**config.mk**
```make
export PLATFORM = sky130hd
export DESIGN_NAME = dino_status_readback_flat
export DESIGN_NICKNAME = d
export VERILOG_FILES = /design/src/rtl/dino_pkg.sv /design/src/rtl/dino_status_readback_if.sv /design/src/rtl/dino_status_readback_frame_snap_strobe.sv /design/src/rtl/dino_status_readback.sv /design/src/flat_wrapper.sv
export SDC_FILE = /design/constraint.sdc
export NUM_CORES = 1
export LEC_CHECK = 0
export ABC_AREA = 1
export ABC_CLOCK_PERIOD_IN_PS = 14000
export BUFFER_PORTS_ARGS = -buffer_cell sky130_fd_sc_hd__buf_4
export CORE_UTILIZATION = 28
export CTS_BUF_LIST = sky130_fd_sc_hd__clkbuf_2
export DETAILED_ROUTE_END_ITERATION = 6
export PLACE_DENSITY = 0.54
export SLEW_MARGIN = 0
export SYNTH_ARGS = -nofsm -noshare
export SYNTH_HDL_FRONTEND = slang
export SYNTH_SLANG_ARGS = --single-unit
```
**constraint.sdc**
```tcl
create_clock -name clk -period 14 [get_ports clk]
set_input_delay 2.8 -clock clk [delete_from_list [all_inputs] [get_ports clk]]
set_output_delay 2.8 -clock clk [all_outputs]
set_load 0.02 [all_outputs]
```
**src/rtl/dino_pkg.sv**
```systemverilog
// dino_pkg: register map and widths shared by the status readback block and vga_ball.
package dino_pkg;
  localparam logic [2:0] REG_STATUS    = 3'd0;
  localparam logic [2:0] REG_SCORE     = 3'd1;
  localparam logic [2:0] REG_HISCORE   = 3'd2;
  localparam logic [2:0] REG_SPEED     = 3'd3;
  localparam logic [2:0] REG_FRAME_CNT = 3'd4;
  localparam logic [2:0] REG_GAMES     = 3'd5;
  localparam logic [2:0] REG_IRQ_CTRL  = 3'd6;
  localparam logic [2:0] REG_IRQ_STAT  = 3'd7;
  localparam int HACTIVE = 1280;
  localparam int VACTIVE = 480;
  localparam int SCORE_W = 17;
  localparam int SPEED_W = 11;
  localparam int CTRL_W  = 8;
endpackage

```
**src/rtl/dino_status_readback_if.sv**
```systemverilog
// dino_status_readback_if: Avalon-MM slave bus with interrupt line.
interface dino_status_readback_if;
  logic        chipselect;
  logic        read;
  logic        write;
  logic [2:0]  address;
  logic [31:0] writedata;
  logic [31:0] readdata;
  logic        irq;
  modport master (output chipselect, read, write, address, writedata, input readdata, irq);
  modport slave  (input chipselect, read, write, address, writedata, output readdata, irq);
endinterface

```
**src/rtl/dino_status_readback_frame_snap_strobe.sv**
```systemverilog
// frame_snap_strobe: one-cycle pulse at the start of the snapshot line.
module frame_snap_strobe #(
  parameter int VSNAP = 480
) (
  input  logic [10:0] hcount,
  input  logic [9:0]  vcount,
  output logic        snap
);
  assign snap = (vcount == 10'(VSNAP)) && (hcount == 11'd0);
endmodule

```
**src/rtl/dino_status_readback.sv**
```systemverilog
// dino_status_readback: per-frame coherent snapshot of game state, readable over Avalon, with game-over IRQ.
module dino_status_readback
  import dino_pkg::*;
#(
  parameter int VSNAP   = 480,
  parameter int GAMES_W = 16
) (
  input  logic                 clk,
  input  logic                 reset,
  dino_status_readback_if.slave bus,
  input  logic [10:0]          hcount,
  input  logic [9:0]           vcount,
  input  logic [SCORE_W-1:0]   score,
  input  logic                 game_over,
  input  logic [SPEED_W-1:0]   obstacle_speed,
  input  logic [CTRL_W-1:0]    controller_report
);
  logic                 snap, rd_en, wr_en, go_edge, w1c, hi_clr;
  logic [31:0]          rd_mux, readdata_d, readdata_q;
  logic [SCORE_W-1:0]   score_d, score_q, hiscore_d, hiscore_q;
  logic [SPEED_W-1:0]   speed_d, speed_q;
  logic [CTRL_W-1:0]    ctrl_d, ctrl_q;
  logic [31:0]          frame_cnt_d, frame_cnt_q;
  logic [GAMES_W-1:0]   games_d, games_q;
  logic                 go_snap_d, go_snap_q, game_over_q;
  logic                 irq_en_d, irq_en_q, irq_pend_d, irq_pend_q, irq_d, irq_q;
  logic                 unused;

  frame_snap_strobe #(.VSNAP(VSNAP)) u_snap (.hcount(hcount), .vcount(vcount), .snap(snap));

  assign unused = ^bus.writedata[31:1];
  assign rd_en  = bus.chipselect & bus.read;
  assign wr_en  = bus.chipselect & bus.write;

  always_comb begin
    rd_mux = '0;
    case (bus.address)
      REG_STATUS:    rd_mux = {16'd0, ctrl_q, 6'd0, irq_pend_q, go_snap_q};
      REG_SCORE:     rd_mux = 32'(score_q);
      REG_HISCORE:   rd_mux = 32'(hiscore_q);
      REG_SPEED:     rd_mux = 32'(speed_q);
      REG_FRAME_CNT: rd_mux = frame_cnt_q;
      REG_GAMES:     rd_mux = 32'(games_q);
      REG_IRQ_CTRL:  rd_mux = {31'd0, irq_en_q};
      default:       rd_mux = {31'd0, irq_pend_q};
    endcase
    go_edge     = game_over & ~game_over_q;
    w1c         = wr_en && bus.address == REG_IRQ_STAT && bus.writedata[0];
    hi_clr      = wr_en && bus.address == REG_HISCORE;
    readdata_d  = rd_en ? rd_mux : readdata_q;
    score_d     = snap ? score : score_q;
    speed_d     = snap ? obstacle_speed : speed_q;
    ctrl_d      = snap ? controller_report : ctrl_q;
    go_snap_d   = snap ? game_over : go_snap_q;
    frame_cnt_d = snap ? frame_cnt_q + 32'd1 : frame_cnt_q;
    // A software clear beats a same-cycle snapshot; the compare resumes next frame.
    hiscore_d   = hi_clr ? '0 : (snap && score > hiscore_q) ? score : hiscore_q;
    games_d     = (go_edge && ~&games_q) ? games_q + GAMES_W'(1) : games_q;
    irq_en_d    = (wr_en && bus.address == REG_IRQ_CTRL) ? bus.writedata[0] : irq_en_q;
    irq_pend_d  = go_edge ? 1'b1 : w1c ? 1'b0 : irq_pend_q;
    irq_d       = irq_pend_q & irq_en_q;
  end

  always_ff @(posedge clk or posedge reset) begin
    if (reset) begin
      readdata_q  <= '0;
      score_q     <= '0;
      speed_q     <= '0;
      ctrl_q      <= '0;
      go_snap_q   <= 1'b0;
      frame_cnt_q <= '0;
      hiscore_q   <= '0;
      games_q     <= '0;
      irq_en_q    <= 1'b0;
      irq_pend_q  <= 1'b0;
      irq_q       <= 1'b0;
      game_over_q <= 1'b0;
    end else begin
      readdata_q  <= readdata_d;
      score_q     <= score_d;
      speed_q     <= speed_d;
      ctrl_q      <= ctrl_d;
      go_snap_q   <= go_snap_d;
      frame_cnt_q <= frame_cnt_d;
      hiscore_q   <= hiscore_d;
      games_q     <= games_d;
      irq_en_q    <= irq_en_d;
      irq_pend_q  <= irq_pend_d;
      irq_q       <= irq_d;
      game_over_q <= game_over;
    end
  end

  assign bus.readdata = readdata_q;
  assign bus.irq      = irq_q;
endmodule
```
**src/flat_wrapper.sv**
```systemverilog
// flat-port wrapper written by rule: the top's interface ports become plain ports
module dino_status_readback_flat import dino_pkg::*;
#(
  parameter int VSNAP   = 480,
  parameter int GAMES_W = 16
)
  (clk, reset, hcount, vcount, score, game_over, obstacle_speed, controller_report, bus_chipselect, bus_read, bus_write, bus_address, bus_writedata, bus_readdata, bus_irq);
  dino_status_readback_if bus_i ();
  input  logic clk;
  input  logic reset;
  input  logic [10:0] hcount;
  input  logic [9:0] vcount;
  input  logic [SCORE_W-1:0] score;
  input  logic game_over;
  input  logic [SPEED_W-1:0] obstacle_speed;
  input  logic [CTRL_W-1:0] controller_report;
  input wire logic [$bits(bus_i.chipselect)-1:0] bus_chipselect;
  input wire logic [$bits(bus_i.read)-1:0] bus_read;
  input wire logic [$bits(bus_i.write)-1:0] bus_write;
  input wire logic [$bits(bus_i.address)-1:0] bus_address;
  input wire logic [$bits(bus_i.writedata)-1:0] bus_writedata;
  output wire logic [$bits(bus_i.readdata)-1:0] bus_readdata;
  output wire logic [$bits(bus_i.irq)-1:0] bus_irq;
  assign bus_i.chipselect = bus_chipselect;
  assign bus_i.read = bus_read;
  assign bus_i.write = bus_write;
  assign bus_i.address = bus_address;
  assign bus_i.writedata = bus_writedata;
  assign bus_readdata = bus_i.readdata;
  assign bus_irq = bus_i.irq;
  dino_status_readback #(.VSNAP(VSNAP), .GAMES_W(GAMES_W)) u_core (.clk(clk), .reset(reset), .bus(bus_i), .hcount(hcount), .vcount(vcount), .score(score), .game_over(game_over), .obstacle_speed(obstacle_speed), .controller_report(controller_report));
endmodule
```
== Word level (Yosys, flattened, before mapping) ==
Cells that the tools add are included.
Cells by class
  add/subtract/negate cells: 2
  magnitude comparators: 1
  equality and inequality tests: 8
  multiplexer cells: 5
  bitwise gates (word level): 5
  reduce and logical (&&, ||, !) cells: 13
Operator list (number)
  32-bit case mux with 7 select lines: 1
  17-bit 2-to-1 mux: 2
  32-bit by 1-bit adder with 32-bit output (second input constant): 1
  17-bit > comparator: 1
  16-bit by 1-bit adder with 16-bit output (second input constant): 1
  16-bit AND reduction: 1
  3-bit equality test (second input constant): 4
  11-bit logical NOT: 1
  10-bit by 9-bit equality test with 1-bit output (second input constant): 1
  1-bit logical AND: 7
  3-bit by 2-bit equality test with 1-bit output (second input constant): 2
  1-bit AND: 4
  2-bit nonzero test: 2
  3-bit by 1-bit equality test with 1-bit output (second input constant): 1
  3-bit logical NOT: 1
  1-bit 2-to-1 mux: 2
  1-bit logical NOT: 1
  1-bit inverter: 1
Storage, ports and cells
  register bits after elaboration: 138
  input bits: 98
  output and inout bits: 33
  word-level logic and storage cells: 46

== Longest topological paths before layout ==
Gate-level depths: netlist of the first run.
  depth after elaboration: 5
  gate-level depth with buffers: 14
  depth with buffers taken out: 13

== By module ==
From an unflattened synthesis of the first run, not the netlist that was laid out.
Unflattened totals
  cells, all modules: 913
  area total of the unflattened synthesis: 7244.4 µm²
By module, submodules not included
  dino_status_readback: times used 1, cells each 892, area an instance 7160.6 µm², sequential area each 3453.3 µm²
  frame_snap_strobe: times used 1, cells each 21, area an instance 83.8 µm², sequential area each 0.0 µm²

== Worst setup path before layout of the first run ==
Ideal clock, no wire load.
  path kind: input to register
  from: in score[16]
  to: reg u_core.hiscore_q[0]
  setup time: 0.117 ns
  data arrival time: 3.958 ns
  data required time: 13.883 ns
  path slack: 9.925 ns
  stages: 11
  path through: ha_1 -> nand2_1 -> nor2_1 -> nand2_1 -> nor2_1 -> nor2_1 -> nand2_2 -> nand2_4 -> buf_6 -> nand3_2 -> nand2_1
Between the ends
  word-level cells in the longest chain between the ends: 3
Ends and longest elaborated chain
  start, declared: RTL line flat_wrapper.sv:13  | input logic [SCORE_W-1:0] score;
  17-bit > comparator: RTL line dino_status_readback.sv:57  | hiscore_d = hi_clr ? '0 : (snap && score > hiscore_q) ? score : hiscore_q;
  1-bit logical AND: RTL line dino_status_readback.sv:57
  2-bit nonzero test (no line)
  end signal, assigned: RTL line dino_status_readback.sv:85  | hiscore_q <= hiscore_d;
  end, declared: RTL line dino_status_readback.sv:20  | logic [SCORE_W-1:0] score_d, score_q, hiscore_d, hiscore_q;
No other way between the ends.
A chain may end at the register's enable or synchronous reset.

== Worst setup path after layout of the first run ==
  from: in vcount[1]
  to: reg u_core.frame_cnt_q[15]
Between the ends
  word-level cells in the longest chain between the ends: 2
Ends and longest elaborated chain
  start, declared: RTL line flat_wrapper.sv:12  | input logic [9:0] vcount;
  10-bit by 9-bit equality test with 1-bit output: RTL line dino_status_readback_frame_snap_strobe.sv:9  | assign snap = (vcount == 10'(VSNAP)) && (hcount == 11'd0);
  1-bit logical AND: RTL line dino_status_readback_frame_snap_strobe.sv:9
  end signal, assigned: RTL line dino_status_readback.sv:84  | frame_cnt_q <= frame_cnt_d;
  end, declared: RTL line dino_status_readback.sv:23  | logic [31:0] frame_cnt_d, frame_cnt_q;
No other way between the ends.

==> run_results.csv, run 1 <==
group,metric,value,unit
flow_run,cap_violations,0,
worst_setup_path,cp_common_cell,"buf_4",
global_route,antenna_found_initial,1,
detailed_routing,wl_per_cell,15.10,µm
detailed_routing,drc_errors,0,
worst_setup_path,crit_fanout,54,
floorplan,core_area,0.02703,mm²
yosys,syn_area_per_cell,7.596,µm²
worst_setup_path,cpPeakStageDelay,0.51,ns
worst_hold_path,min_path_type,"reg2reg",
pwr,cellPowerDensity,84.60,mW/mm²
worst_hold_path,hold_end,"u_core.ctrl_q[5]$_DFFE_PP0P_",
floorplan,rows,60,
detailed_routing,dr_total_vias,6809,
worst_setup_path,crit_chain,"buf_4 > or2_4 > nor3_2 > nand3_1 > nor2_4 > buf_4 > inv_2 > nand2_1 > o21ai_0",
sta,hold_slack,0.4939,ns
clock_network,numCtsBuffers,17,
sta,fin_crit,4.133,ns
worst_setup_path,rrSetupSlack,11.86,ns
detailed_routing,drt_wl_total,22.16,mm
clock_network,cts_sinks,138,
yosys,synth-seq-area-share,44.62,%
floorplan,die-area,0.02831,mm²
global_route,grt_pass1_wl,35.71,mm
worst_setup_path,reg2reg_depth,11,
cells_and_area,area_growth,15.99,%
clock_network,cts_resized,0,
floorplan,initial_core_util,28.64,%
sta,fin_worst_skew,0.04651,ns
worst_setup_path,crit_type,"in2reg",
worst_setup_path,worstSetupEndpointType,"flop",
sta,timing.fmax,0.2420,GHz
worst_hold_path,hold_depth,2,
status,status,"complete, no violations",
worst_setup_path,reg2reg_from,"u_core.hiscore_q[8]$_DFFE_PP0P_",
pwr,p_leak,4.487,nW
clock_network,cts_buffer_depth,2,
yosys,ys_warn_count,0,
placement,io_buffers,99,
sta,final.setup.tns,0,ns
worst_setup_path,cp.arrival,4.69,ns
placement,gp_congestion,0.9141,
detailed_routing,ant_nets,0,
detailed_routing,viasPerCell,4.638,
detailed_routing,firstDrtPassIters,5,
yosys,yosys_register_bits,138,
pwr,irDropWorstVdd,0.03875,mV
worst_setup_path,critPathLaunchType,"primary input",
yosys,synth_cells,1019,
global_route,grt_pass1_vias,6630,
sta,rsz0062_at_grt,"false",
sta,worst_slew_pin_slew,0.8880,ns
worst_setup_path,crit_family,"buffers and inverters",
sta,slew_violations,0,
placement,hpwl,16.17,mm
worst_setup_path,cp.buffers_inverters,3,
cells_and_area,final_nets,1227,
sta,slew_headroom,40.80,%
worst_setup_path,r2r-end,"u_core.hiscore_q[10]$_DFFE_PP0P_",
clock_network,cts_tree,"yes",
floorplan,die_x,168.3,µm
clock_network,cts_root_buffer,"clkbuf_2",
clock_network,htree_levels,4,
floorplan,die_h,168.3,µm
sta,fin_crit_sh,29.52,%
detailed_routing,first_iter_violations,493,
worst_setup_path,cp.required,14.56,ns
sta,setup_viol,0,
yosys,syn_nets,1136,
clock_network,path_clk_slew,0.17,ns
yosys,yosysUniqueCellTypes,40,
clock_network,holdBufCountCts,0,
yosys,netlist_area,0.007740,mm²
pwr,finalPower,0.0007595,W
sta,hold_violations,0,
worst_hold_path,hp-start,"u_core.ctrl_q[5]$_DFFE_PP0P_",
cells_and_area,drive_gt1_share,16.30,%
global_route,grt_use_total,16.29,%
worst_setup_path,slowest_stage,"buf_4",
clock_network,postCtsSetupBuffers,0,
clock_network,clock_latency,0.71,ns
global_route,overflow,0,
floorplan,io_pins,131,
cells_and_area,final_util,33.22,%
global_route,grt_max_degree,73,
[through the flow]
step / setup slack, ns / std cells / instance area, µm²
3_5_place_dp: 9.107 / 1432 / 8780
6_report: 9.867 / 1468 / 8977
5_1_grt: 9.679 / 1468 / 8977
3_3_place_gp: 9.116 / 1432 / 8780
2_1_floorplan: 7.504 / 1019 / 7740
4_1_cts: 9.784 / 1464 / 8967
[sequential cells by signal, summed over array words and instances (netlist names), 8 cells and up]
| name | flops |
|---|---|
| u_core.frame_cnt_q | 32 |
| u_core.games_q | 16 |
| u_core.speed_q | 11 |
| u_core.hiscore_q | 17 |
| u_core.ctrl_q | 8 |
| u_core.bus.readdata | 32 |
| u_core.score_q | 17 |
[routing by layer]
layer,routed length (µm),track usage [%]
met5,0,0
met4,405,5.217
met1,10540,21.90
met2,10490,26.52
met3,723,2.844
[logic make-up (layout without fill, tap and decap cells)]
group,count (synthesis),in the layout,share of synthesized area (%)
other cells,0,4,0
compound gates,111,111,8.875
xor+xnor,27,27,3.055
flops,138,138,44.62
simple gates,587,587,32.99
buf+inv,137,241,7.388
fa+ha+maj,19,19,3.071
[worst min-delay path, delay by kind of cell, from the launching register on]
family           cells  cell delay (ns)
AND/OR/NAND/NOR      2             0.11
flip-flops           1             0.38
[power by group]
| group | total [W] | switching [W] | internal (W) | leakage [nW] |
|---|---|---|---|---|
| Clock | 0.000212 | 0.000147 | 0.0000647 | 0.129 |
| Combinational | 0.000115 | 0.0000718 | 0.0000435 | 2.62 |
| Sequential | 0.000432 | 0.0000156 | 0.000416 | 1.74 |
| Total | 0.000760 | 0.000235 | 0.000525 | 4.49 |
[cell usage after synthesis, drive strengths merged]
master / n / share of area (%)
or2: 2 / 0.19
nor4: 1 / 0.081
nand3: 51 / 4.3
clkbuf: 7 / 0.34
nor2: 99 / 5.3
nand2: 382 / 19
a21oi: 17 / 1.1
xnor2: 4 / 0.45
xor2: 23 / 2.6
o31ai: 15 / 1.5
inv: 104 / 5.1
a31oi: 1 / 0.081
o21ai: 54 / 3.8
o22ai: 3 / 0.24
dfrtp: 138 / 45
nand3b: 2 / 0.19
nor3: 22 / 1.6
ha: 19 / 3.1
o2111ai: 1 / 0.11
buf: 25 / 1.9
o221ai: 10 / 1.1
a21o: 2 / 0.19
clkinv: 1 / 0.048
nor3b: 1 / 0.16
o211ai: 8 / 0.78
nand4: 27 / 2.2
[layout by cell type, fill, tap and decap left out, types with 13 or more instances in the layout]
cell	netlist	routed
dfrtp_1	138	138
o21ai_1	24	24
xor2_1	23	23
nand3_2	13	13
nand3_1	37	37
nor3_1	19	19
nand4_1	27	27
inv_1	100	99
o21ai_0	24	24
clkbuf_2	0	22
a21oi_1	17	17
nand2_1	373	372
nor2_1	91	91
ha_1	19	19
o31ai_1	15	15
buf_4	0	104
[area by class of cell]
| cell class | instances | area (µm²) |
|---|---|---|
| Inverter | 105 | 401.6 |
| Timing Repair Buffer | 104 | 780.7 |
| Sequential cell | 138 | 3453 |
| Clock inverter | 10 | 77.57 |
| Antenna cell | 4 | 10.01 |
| Multi-Input combinational cell | 744 | 3717 |
| Tap cell | 341 | 426.7 |
| Clock buffer | 22 | 110.1 |
| Fill cell | 2987 | 18050 |
[worst max path at each step]
stage                                              startpoint                                 end  slack (ns)  cells past startpoint
final                                               vcount[1]  u_core.frame_cnt_q[15]$_DFFE_PP0P_        9.87                      9
after global routing                                vcount[1]  u_core.frame_cnt_q[15]$_DFFE_PP0P_        9.68                      9
after CTS                 u_core.bus.readdata[28]$_DFFE_PP0P_                    bus_readdata[28]        9.78                      1
after detailed placement                            vcount[1]  u_core.frame_cnt_q[15]$_DFFE_PP0P_        9.11                      9
after global placement                              vcount[1]  u_core.frame_cnt_q[15]$_DFFE_PP0P_        9.12                      9
after floorplan                                         reset            u_core.bus.irq$_DFF_PP0_        7.50                      1
Power figures use the tool's default switching activity.
==> run 2, diff against run 1 <==
--- a/config.mk
+++ b/config.mk
@@ -6,12 +6,12 @@
 export NUM_CORES = 1
 export LEC_CHECK = 0
 export ABC_AREA = 1
-export ABC_CLOCK_PERIOD_IN_PS = 14000
+export ABC_CLOCK_PERIOD_IN_PS = 3700
 export BUFFER_PORTS_ARGS = -buffer_cell sky130_fd_sc_hd__buf_4
 export CORE_UTILIZATION = 28
 export CTS_BUF_LIST = sky130_fd_sc_hd__clkbuf_2
 export DETAILED_ROUTE_END_ITERATION = 6
-export PLACE_DENSITY = 0.54
+export PLACE_DENSITY = 0.55
 export SLEW_MARGIN = 0
 export SYNTH_ARGS = -nofsm -noshare
 export SYNTH_HDL_FRONTEND = slang
==> constraint.sdc (replaced) <==
create_clock -name clk -period 3.7 [get_ports clk]
set_input_delay 0.74 -clock clk [delete_from_list [all_inputs] [get_ports clk]]
set_output_delay 0.74 -clock clk [all_outputs]
set_load 0.02 [all_outputs]
==> run_results.csv, run 2 (synthesis gave the netlist of run 1 again) <==
group,metric,value,unit
worst_setup_path,rrSetupSlack,1.45,ns
global_route,grt_pass1_vias,6758,
sta,worst_slew_pin_slew,0.7792,ns
clock_network,cts_buffer_depth,2,
sta,final.setup.tns,0,ns
detailed_routing,first_iter_violations,480,
sta,timing.fmax,0.4439,GHz
floorplan,io_pins,131,
clock_network,postCtsSetupBuffers,0,
global_route,grt_pass1_wl,36.71,mm
worst_setup_path,crit_family,"simple AND/OR/NAND/NOR gates",
cells_and_area,multi_input_area,0.003717,mm²
worst_hold_path,min_path_type,"in2async",
cells_and_area,fill_cells,2975,
worst_setup_path,slowest_stage,"dfrtp_1",
floorplan,die_h,168.3,µm
pwr,switchingPower,0.0009008,W
detailed_routing,ant_nets,0,
pwr,seq_power_share,54.3,%
sta,fin_crit,2.253,ns
global_route,overflow,0,
pwr,p_leak,4.522,nW
flow_run,cap_violations,0,
worst_setup_path,cpPeakStageDelay,0.42,ns
cells_and_area,drive_gt1_share,16.18,%
sta,fin_worst_skew,0.02544,ns
global_route,grt_use_total,16.58,%
worst_setup_path,cp.buffers_inverters,1,
clock_network,cts_root_buffer,"clkbuf_2",
worst_setup_path,crit_chain,"inv_1 > ha_1 > nand2_1 > nor2_1 > nand3b_1 > nor2_1 > nor2_1 > nand2_2 > nand2_4 > nand3_1 > nand2_1",
cells_and_area,fin_cells,1467,
detailed_routing,dr_total_vias,6886,
pwr,cellPowerDensity,331.9,mW/mm²
detailed_routing,wl_per_cell,15.19,µm
floorplan,die_x,168.3,µm
cells_and_area,final_nets,1230,
sta,fin_crit_sh,60.88,%
detailed_routing,drt_wl_total,22.28,mm
detailed_routing,firstDrtPassIters,6,
sta,slew_violations,0,
sta,slew_headroom,47.94,%
clock_network,cts_resized,0,
pwr,comb_power_share,14.7,%
global_route,antenna_found_initial,1,
global_route,grt_max_degree,60,
cells_and_area,ff_latch_area,0.003453,mm²
detailed_routing,drc_errors,0,
sta,rsz0062_at_grt,"false",
placement,placed_cells,1435,
worst_setup_path,cp.arrival,2.88,ns
worst_setup_path,crit_fanout,18,
placement,hpwl,16.42,mm
worst_setup_path,r2r-end,"u_core.hiscore_q[15]$_DFFE_PP0P_",
sta,hold_violations,0,
sta,setup_viol,0,
clock_network,holdBufCountCts,0,
cells_and_area,mostFrequentLayoutCells,"372 x nand2_1, 138 x dfrtp_1, 104 x buf_4, 99 x inv_1, 91 x nor2_1",
placement,io_buffers,99,
worst_setup_path,cp_common_cell,"nor2_1",
floorplan,die-area,0.02831,mm²
worst_setup_path,reg2reg_depth,11,
cells_and_area,area_growth,17.15,%
sta,fin_ws,1.447,ns
pwr,p_sw_share,29.93,%
pwr,p_clk_share,31.0,%
floorplan,core_area,0.02703,mm²
clock_network,clock_latency,0.74,ns
worst_setup_path,worstSetupEndpointType,"flop",
floorplan,rows,60,
pwr,irDropWorstVdd,0.1421,mV
cells_and_area,layout_commonest_cell,"nand2_1",
worst_setup_path,reg2reg_from,"u_core.hiscore_q[8]$_DFFE_PP0P_",
status,status,"complete, no violations",
clock_network,htree_levels,4,
worst_setup_path,critPathLaunchType,"flop",
pwr,finalPower,0.003009,W
worst_setup_path,cp.required,4.33,ns
placement,dp_slack,0.8421,ns
floorplan,initial_core_util,28.64,%
clock_network,cts_tree,"yes",
clock_network,path_clk_slew,0.20,ns
clock_network,cts_sinks,138,
detailed_routing,viasPerCell,4.694,
worst_setup_path,crit_type,"reg2reg",
clock_network,numCtsBuffers,17,
pwr,internal-power,0.002108,W
placement,gp_congestion,0.9178,
-- run 2: per-stage QoR --
stage	util (%)	instance area, µm²	hold slack, ns
floorplan	-	7744	0.4328
global placement	32.70	8838	0.4546
detailed placement	32.70	8838	0.4587
CTS	33.54	9065	0.06970
global route	33.55	9067	0.06828
finish	33.55	9067	0.09906
-- run 2: worst max-delay path by stage --
stage               cells past startpoint                                  to                       startpoint  slack (ns)
floorplan                               1            u_core.bus.irq$_DFF_PP0_                            reset        1.24
global placement                        8  u_core.frame_cnt_q[15]$_DFFE_PP0P_                        vcount[1]        0.88
detailed placement                      8  u_core.frame_cnt_q[15]$_DFFE_PP0P_                        vcount[1]        0.84
CTS                                    11    u_core.hiscore_q[15]$_DFFE_PP0P_  u_core.hiscore_q[8]$_DFFE_PP0P_        1.45
global route                           11    u_core.hiscore_q[15]$_DFFE_PP0P_  u_core.hiscore_q[8]$_DFFE_PP0P_        1.31
finish                                 11    u_core.hiscore_q[15]$_DFFE_PP0P_  u_core.hiscore_q[8]$_DFFE_PP0P_        1.45
-- run 2: cell type report --
cell class,instances,area share (%)
Inverter,105,4.416
Timing Repair Buffer,107,9.273
Sequential cell,138,38.08
Antenna cell,1,0.02760
Multi-Input combinational cell,744,41.00
Clock buffer,19,1.049
Tap cell,341,4.705
Clock inverter,12,1.449
-- run 2: power by group through the flow --
stage / logic (W) / clock network, W / registers, W
2_1_floorplan: 0.000230 / 0 / 0.00168
3_3_place_gp: 0.000444 / 0 / 0.00166
3_5_place_dp: 0.000451 / 0 / 0.00166
4_1_cts: 0.000451 / 0.000966 / 0.00163
5_1_grt: 0.000497 / 0.00102 / 0.00165
6_report: 0.000444 / 0.000933 / 0.00163
-- run 2: worst register-to-register path: cells and delay by family, from the launching register on --
kind / cells / cell delay [ns]
adder cells (fa/ha/maj): 1 / 0.33
flip-flops: 1 / 0.42
AND/OR/NAND/NOR: 9 / 1.32
buffers and inverters: 1 / 0.09
-- run 2: layer usage --
layer	vias up	share of wire, %	track usage [%]
met2	154	46	26.52
met5	-	0	0
met3	30	3.8	2.915
met4	0	2.3	6.008
met1	3230	48	22.40
li1	3472	-	-
